[src/rtl/arm_defs.sv]
// Shared definitions for the memory/write-back slice: FSM encodings and defaults.
package arm_defs;

  typedef enum logic [1:0] {
    ST_IDLE = 2'd0,
    ST_LO   = 2'd1,
    ST_HI   = 2'd2,
    ST_DONE = 2'd3
  } mem_state_t;

  localparam int unsigned ADDR_OFFSET_DEFAULT = 1024;
  localparam int REG_IDX_W = 4;

endpackage

[src/rtl/sram_wait_counter.sv]
// Per-phase SRAM wait counter; phase_last marks the final cycle of a half access.
module sram_wait_counter #(
  parameter int SRAM_WAIT = 2
) (
  input  logic clk,
  input  logic rst,
  input  logic en,
  output logic phase_last
);

  localparam int CW = (SRAM_WAIT > 1) ? $clog2(SRAM_WAIT) : 1;

  logic [CW-1:0] cnt;

  assign phase_last = en && (cnt == CW'(SRAM_WAIT - 1));

  // A finished phase restarts the count so LO and HI each get a full window.
  always_ff @(posedge clk) begin
    if (rst || !en || phase_last)
      cnt <= '0;
    else
      cnt <= cnt + CW'(1);
  end

endmodule

[src/rtl/mem_wb_sram_stage.sv]
// Memory stage + MEM/WB register: 32-bit loads/stores as two 16-bit SRAM halves.
// Optional one-entry last-load buffer enabled by macro LAST_LOAD_BUF_EN.
module mem_wb_sram_stage
  import arm_defs::*;
#(
  parameter int          SRAM_WAIT   = 2,
  parameter int unsigned ADDR_OFFSET = ADDR_OFFSET_DEFAULT,
  parameter int          SRAM_AW     = 18
) (
  input  logic                 clk,
  input  logic                 rst,
  input  logic                 mem_r_en,
  input  logic                 mem_w_en,
  input  logic                 wb_en_in,
  input  logic [REG_IDX_W-1:0] dest_in,
  input  logic [31:0]          alu_result,
  input  logic [31:0]          st_val,
  output logic                 freeze,
  output logic [SRAM_AW-1:0]   sram_addr,
  output logic [15:0]          sram_wdata,
  input  logic [15:0]          sram_rdata,
  output logic                 sram_we_n,
  output logic                 sram_oe_n,
  output logic                 wb_en_out,
  output logic [REG_IDX_W-1:0] dest_wb,
  output logic [31:0]          result_wb
);

  mem_state_t state, state_nxt;

  logic [31:0]        addr_diff;
  logic [SRAM_AW-2:0] word_idx, idx_q;
  logic [31:0]        st_q;
  logic               rd_q;
  logic [15:0]        lo_q, hi_q;
  logic               req, active, phase_last, hit;
  logic [31:0]        hit_data;
  logic               unused_addr_bits;

  assign req       = mem_r_en | mem_w_en;
  assign addr_diff = alu_result - 32'(ADDR_OFFSET);
  assign word_idx  = addr_diff[SRAM_AW:2];
  assign active    = (state == ST_LO) || (state == ST_HI);
  assign unused_addr_bits = ^{addr_diff[31:SRAM_AW+1], addr_diff[1:0]};

  sram_wait_counter #(.SRAM_WAIT(SRAM_WAIT)) u_wait (
    .clk        (clk),
    .rst        (rst),
    .en         (active),
    .phase_last (phase_last)
  );

`ifdef LAST_LOAD_BUF_EN
  logic               buf_valid;
  logic [SRAM_AW-2:0] buf_idx;
  logic [31:0]        buf_data;

  assign hit      = mem_r_en && buf_valid && (buf_idx == word_idx);
  assign hit_data = buf_data;

  always_ff @(posedge clk) begin
    if (rst) begin
      buf_valid <= 1'b0;
      buf_idx   <= '0;
      buf_data  <= '0;
    end else if (state == ST_IDLE && req && !mem_r_en) begin
      buf_valid <= 1'b0;
    end else if (state == ST_HI && phase_last && rd_q) begin
      buf_valid <= 1'b1;
      buf_idx   <= idx_q;
      buf_data  <= {sram_rdata, lo_q};
    end
  end
`else
  assign hit      = 1'b0;
  assign hit_data = '0;
`endif

  always_ff @(posedge clk) begin
    if (rst)
      state <= ST_IDLE;
    else
      state <= state_nxt;
  end

  always_comb begin
    state_nxt = state;
    freeze    = 1'b0;
    case (state)
      ST_IDLE: begin
        if (req) begin
          freeze    = 1'b1;
          state_nxt = hit ? ST_DONE : ST_LO;
        end
      end
      ST_LO: begin
        freeze = 1'b1;
        if (phase_last) state_nxt = ST_HI;
      end
      ST_HI: begin
        freeze = 1'b1;
        if (phase_last) state_nxt = ST_DONE;
      end
      ST_DONE: state_nxt = ST_IDLE;
      default: state_nxt = ST_IDLE;
    endcase
  end

  // Operation is latched at start so the SRAM side stays stable across both halves.
  always_ff @(posedge clk) begin
    if (rst) begin
      idx_q <= '0;
      rd_q  <= 1'b0;
      st_q  <= '0;
      lo_q  <= '0;
      hi_q  <= '0;
    end else begin
      if (state == ST_IDLE && req) begin
        idx_q <= word_idx;
        rd_q  <= mem_r_en;
        st_q  <= st_val;
        if (hit) {hi_q, lo_q} <= hit_data;
      end
      if (state == ST_LO && phase_last && rd_q) lo_q <= sram_rdata;
      if (state == ST_HI && phase_last && rd_q) hi_q <= sram_rdata;
    end
  end

  always_comb begin
    sram_addr  = '0;
    sram_wdata = '0;
    sram_we_n  = 1'b1;
    sram_oe_n  = 1'b1;
    if (active) begin
      sram_addr = {idx_q, (state == ST_HI)};
      if (rd_q) begin
        sram_oe_n = 1'b0;
      end else begin
        sram_we_n  = 1'b0;
        sram_wdata = (state == ST_HI) ? st_q[31:16] : st_q[15:0];
      end
    end
  end

  // Frozen cycles push a bubble; destination and result keep their last values.
  always_ff @(posedge clk) begin
    if (rst) begin
      wb_en_out <= 1'b0;
      dest_wb   <= '0;
      result_wb <= '0;
    end else if (freeze) begin
      wb_en_out <= 1'b0;
    end else begin
      wb_en_out <= wb_en_in;
      dest_wb   <= dest_in;
      result_wb <= mem_r_en ? {hi_q, lo_q} : alu_result;
    end
  end

endmodule

[config.mk]
export PLATFORM = sky130hd
export DESIGN_NAME = mem_wb_sram_stage
export DESIGN_NICKNAME = d
export VERILOG_FILES = /design/src/rtl/arm_defs.sv /design/src/rtl/sram_wait_counter.sv /design/src/rtl/mem_wb_sram_stage.sv
export SDC_FILE = /design/constraint.sdc
export NUM_CORES = 1
export LEC_CHECK = 0
export CORE_ASPECT_RATIO = 0.7
export CORE_UTILIZATION = 42
export DETAILED_ROUTE_END_ITERATION = 8
export PLACE_DENSITY_LB_ADDON = 0.05
export SETUP_SLACK_MARGIN = 0.05
export SKIP_LAST_GASP = 1
export SLEW_MARGIN = 5
export SYNTH_ARGS = -nofsm -noshare
export SYNTH_HDL_FRONTEND = slang
export SYNTH_SLANG_ARGS = --single-unit
[constraint.sdc]
create_clock -name clk -period 2.2 [get_ports clk]
set_input_delay 0.66 -clock clk [delete_from_list [all_inputs] [get_ports clk]]
set_output_delay 0.66 -clock clk [all_outputs]
set_load 0.005 [all_outputs]
==> impl_table.tex <==
\begin{tabular}{lr}
\hline
Metric & Value \\
\hline
\multicolumn{2}{l}{\textbf{Status}} \\
Outcome & finished, violations left \\
Violated checks & negative setup slack \\
\multicolumn{2}{l}{\textbf{Critical path}} \\
Critical Path Slowest Stage Cell & dfxtp\_2 \\
Crit path required time & 1.54 ns \\
List of cells traversed by the critical path & inv\_4, buf\_12, ha\_4, buf\_12, buf\_12, mux2i\_4, nor2\_4, buf\_2 \\
Path type of the worst setup path & register to primary output \\
Largest stage delay on the critical path & 0.36 ns \\
Arrival time at the worst endpoint & 1.74 ns \\
Most frequent cell on the critical path & buf\_12 \\
Type of element launching the critical path & register \\
CP endpoint kind & primary output \\
Largest fanout on the critical path & 5 \\
\multicolumn{2}{l}{\textbf{Cells and area}} \\
Most frequent cells in the layout & 217 x nand2\_1, 123 x clkdlybuf4s50\_1, 120 x dfxtp\_1, 75 x a21oi\_1, 45 x mux2i\_1 \\
Area Growth Syn to Fin & 54.53\% \\
Share of post-route cells with drive strength above 1 & 0.2361 \\
Number of nets at the end of the flow & 931 \\
Final Instance Area & 8325 um2 \\
Fill cell instance count of the final layout & 1026 \\
Total inserted antenna cells & 0 \\
Most common cell after layout, fill and taps aside & nand2\_1 \\
\multicolumn{2}{l}{\textbf{Yosys}} \\
Net Count, Synth & 744 \\
Netlist area before placement & 5388 um2 \\
Number of cells produced by synthesis & 648 \\
Count of distinct cell types in the synthesized netlist & 37 \\
Most used DFF post-synth & dfxtp\_1 \\
Sequential fraction of the synthesis area & 0.4533 \\
Async set or reset register ratio after synthesis & 0 \\
Number of synthesized flops with an enable pin & 0 \\
Total number of yosys warnings & 0 \\
Synth Register Bits & 122 \\
Mapped Avg Cell Area & 8.314 um2 \\
\multicolumn{2}{l}{\textbf{Floorplanning}} \\
Total I/O pin count & 163 \\
Number of cell rows & 34 \\
Area of the die & 13290 um2 \\
Core ar. & 12460 um2 \\
Die Span Y & 96.76 um \\
Die boundary width & 137.4 um \\
Effective utilization at floorplan & 0.4322 \\
\multicolumn{2}{l}{\textbf{Detailed routing}} \\
Sum of routed wire length over all layers & 15600 um \\
Count of routing violations after the opening detailed-route iteration & 223 \\
First-pass iteration count of the detailed router & 4 \\
Post-DRT Antenna Nets & 0 \\
DRC & 0 \\
WL per Instance & 15.46 um \\
Vias after detailed routing & 5050 \\
Vias/cell & 5.005 \\
\multicolumn{2}{l}{\textbf{Timing}} \\
Total negative slack & -3.554 ns \\
Setup Skew & 0.004710 ns \\
Final Hold Vio Count & 0 \\
Post-route worst setup slack & -0.2047 ns \\
Headroom to the max-slew limit & 0.5517 \\
Final worst path period share & 1.093 \\
Min cycle time layout & 2.405 ns \\
Highest clock frequency the design can meet & 415.8 MHz \\
RSZ-0062 raised after global routing & yes \\
Final max-slew violation count & 0 \\
Slew @ Worst Pin & 0.6724 ns \\
Final count of negative-setup-slack endpoints & 34 \\
\multicolumn{2}{l}{\textbf{Power}} \\
Share of power burned in the clock network & 0.316 \\
Sequential share of power & 0.315 \\
Switching pwr & 2747 uW \\
Relative contribution of combinational cells to total power & 0.369 \\
Cell area power density & 1109 nW/um2 \\
Int Power & 6482 uW \\
LEAKAGE & 0.003374 uW \\
Switching Share & 0.2977 \\
Maximum ir drop on the vdd rail & 0.7226 mV \\
\multicolumn{2}{l}{\textbf{Placed design}} \\
GP Congestion & 0.8249 \\
Setup WS pre-CTS & -0.4296 ns \\
Port buffer count & 162 \\
Placed cell areas & 7312 um2 \\
Detailed placement HPWL & 10080 um \\
\multicolumn{2}{l}{\textbf{Global routing}} \\
Largest net degree at the start of global routing & 80 \\
Via count of the first global-routing pass & 5087 \\
Total global-route track usage & 0.2453 \\
First-pass GRT wire length & 25410 um \\
GR Overflow Total & 0 \\
Number of antenna violations at the first check in global routing & 0 \\
\multicolumn{2}{l}{\textbf{Clock tree}} \\
Buffer type at the clock tree root & clkbuf\_16 \\
Clk pin slew, worst setup/hold paths & 0.06 ns \\
Clock tree from TritonCTS & done \\
Worst skew pair latency & 0.41 ns \\
H-Tree Depth & 4 \\
Clk sinks & 122 \\
Hold-fix buffers, CTS & 0 \\
Total clock buffers created by CTS & 17 \\
Maximum buffer depth of the clock tree & 2 \\
\multicolumn{2}{l}{\textbf{Flow run}} \\
Number of maximum-capacitance violations & 0 \\
\multicolumn{2}{l}{\textbf{Min path}} \\
Type of the most critical hold path & register to register \\
\hline
\end{tabular}
registers in the layout, indices dropped and copies added (netlist names):
name        flops
wb_en_out       1
hi_q           16
result_wb      32
st_q           32
dest_wb         4
lo_q           16
state           2
idx_q          17
u_wait.cnt      1
rd_q            1
metrics by stage:
step | hold WS [ns] | cells | power (uW) | util
finish | 0.4521 | 1009 | 9229 | 0.6679
global route | 0.4682 | 1009 | 9717 | 0.6679
CTS | 0.4527 | 1006 | 9166 | 0.6564
detailed placement | 0.4428 | 956 | 5615 | 0.5866
global placement | 0.4378 | 956 | 5557 | 0.5866
floorplan | 0.4317 | 648 | 4301 | -
path summary, 6_finish.rpt:
check / startpoint / end / slack (ns) / cells after the start
worst max-delay path: state[0] / sram_wdata[4] / -0.20 / 8
worst min-delay path: st_q[2] / st_q[2] / 0.45 / 2
worst max register to register: state[0] / lo_q[11] / 0.17 / 8
worst min register to register: st_q[2] / st_q[2] / 0.45 / 2
what timing repair did:
item	CTS	global route
pin swaps	12	12
setup endpoints to repair	37	49
gates cloned	2	1
buffers inserted	17	7
resized for setup	188	42
worst max-delay path, delay by kind of cell, from the launching register on:
| kind | cells | cell delay [ns] |
|---|---|---|
| fa+ha+maj | 1 | 0.15 |
| buf+inv | 5 | 0.55 |
| flops | 1 | 0.36 |
| mux | 1 | 0.19 |
| simple gates | 1 | 0.09 |
metal layers:
metal / wire length, um / track usage / vias up
met5: 0 / 0 / -
met4: 126 / 0.05664 / 0
met3: 986 / 0.06709 / 11
met2: 7070 / 0.3780 / 148
met1: 7415 / 0.3389 / 2374
li1: - / - / 2517
kinds of logic after synthesis:
| group | count (synthesis) | share of synthesized area |
|---|---|---|
| simple gates | 280 | 0.2153 |
| flops | 122 | 0.4533 |
| xor+xnor | 3 | 0.004878 |
| fa+ha+maj | 7 | 0.01626 |
| buf+inv | 54 | 0.04621 |
| compound gates | 98 | 0.1006 |
| mux | 84 | 0.1635 |
power by group through the flow:
stage / combinational (uW) / clock [uW] / sequential (uW)
floorplan: 1420 / 0 / 2890
global placement: 2670 / 0 / 2880
detailed placement: 2710 / 0 / 2910
CTS: 3310 / 2970 / 2880
global route: 3670 / 3080 / 2960
finish: 3400 / 2920 / 2910
layout make-up:
cell class | count | area, um2 | share of cell area
Multi-Input combinational cell | 472 | 2892 | 0.3473
Sequential cell | 122 | 2445 | 0.2937
Timing Repair Buffer | 215 | 2145 | 0.2576
Clock buffer | 23 | 467.9 | 0.05621
Tap cell | 162 | 202.7 | 0.02435
Clock inverter | 8 | 142.6 | 0.01713
Inverter | 7 | 31.28 | 0.003757
synthesized netlist by cell type (3+ instances only):
| cell | instances | share of area |
|---|---|---|
| a211oi_1 | 5 | 0.0070 |
| a21oi_1 | 76 | 0.071 |
| and2_1 | 17 | 0.020 |
| and4_1 | 3 | 0.0049 |
| buf_2 | 13 | 0.012 |
| buf_6 | 3 | 0.0063 |
| clkbuf_1 | 29 | 0.020 |
| dfxtp_1 | 122 | 0.45 |
| ha_1 | 7 | 0.016 |
| inv_1 | 6 | 0.0042 |
| mux2_2 | 32 | 0.067 |
| mux2i_1 | 52 | 0.097 |
| nand2_1 | 218 | 0.15 |
| nor2_1 | 23 | 0.016 |
| nor3_1 | 5 | 0.0046 |
| nor3b_1 | 3 | 0.0042 |
| o21ai_0 | 6 | 0.0056 |
Note: power is estimated with default switching activity, not from simulation.
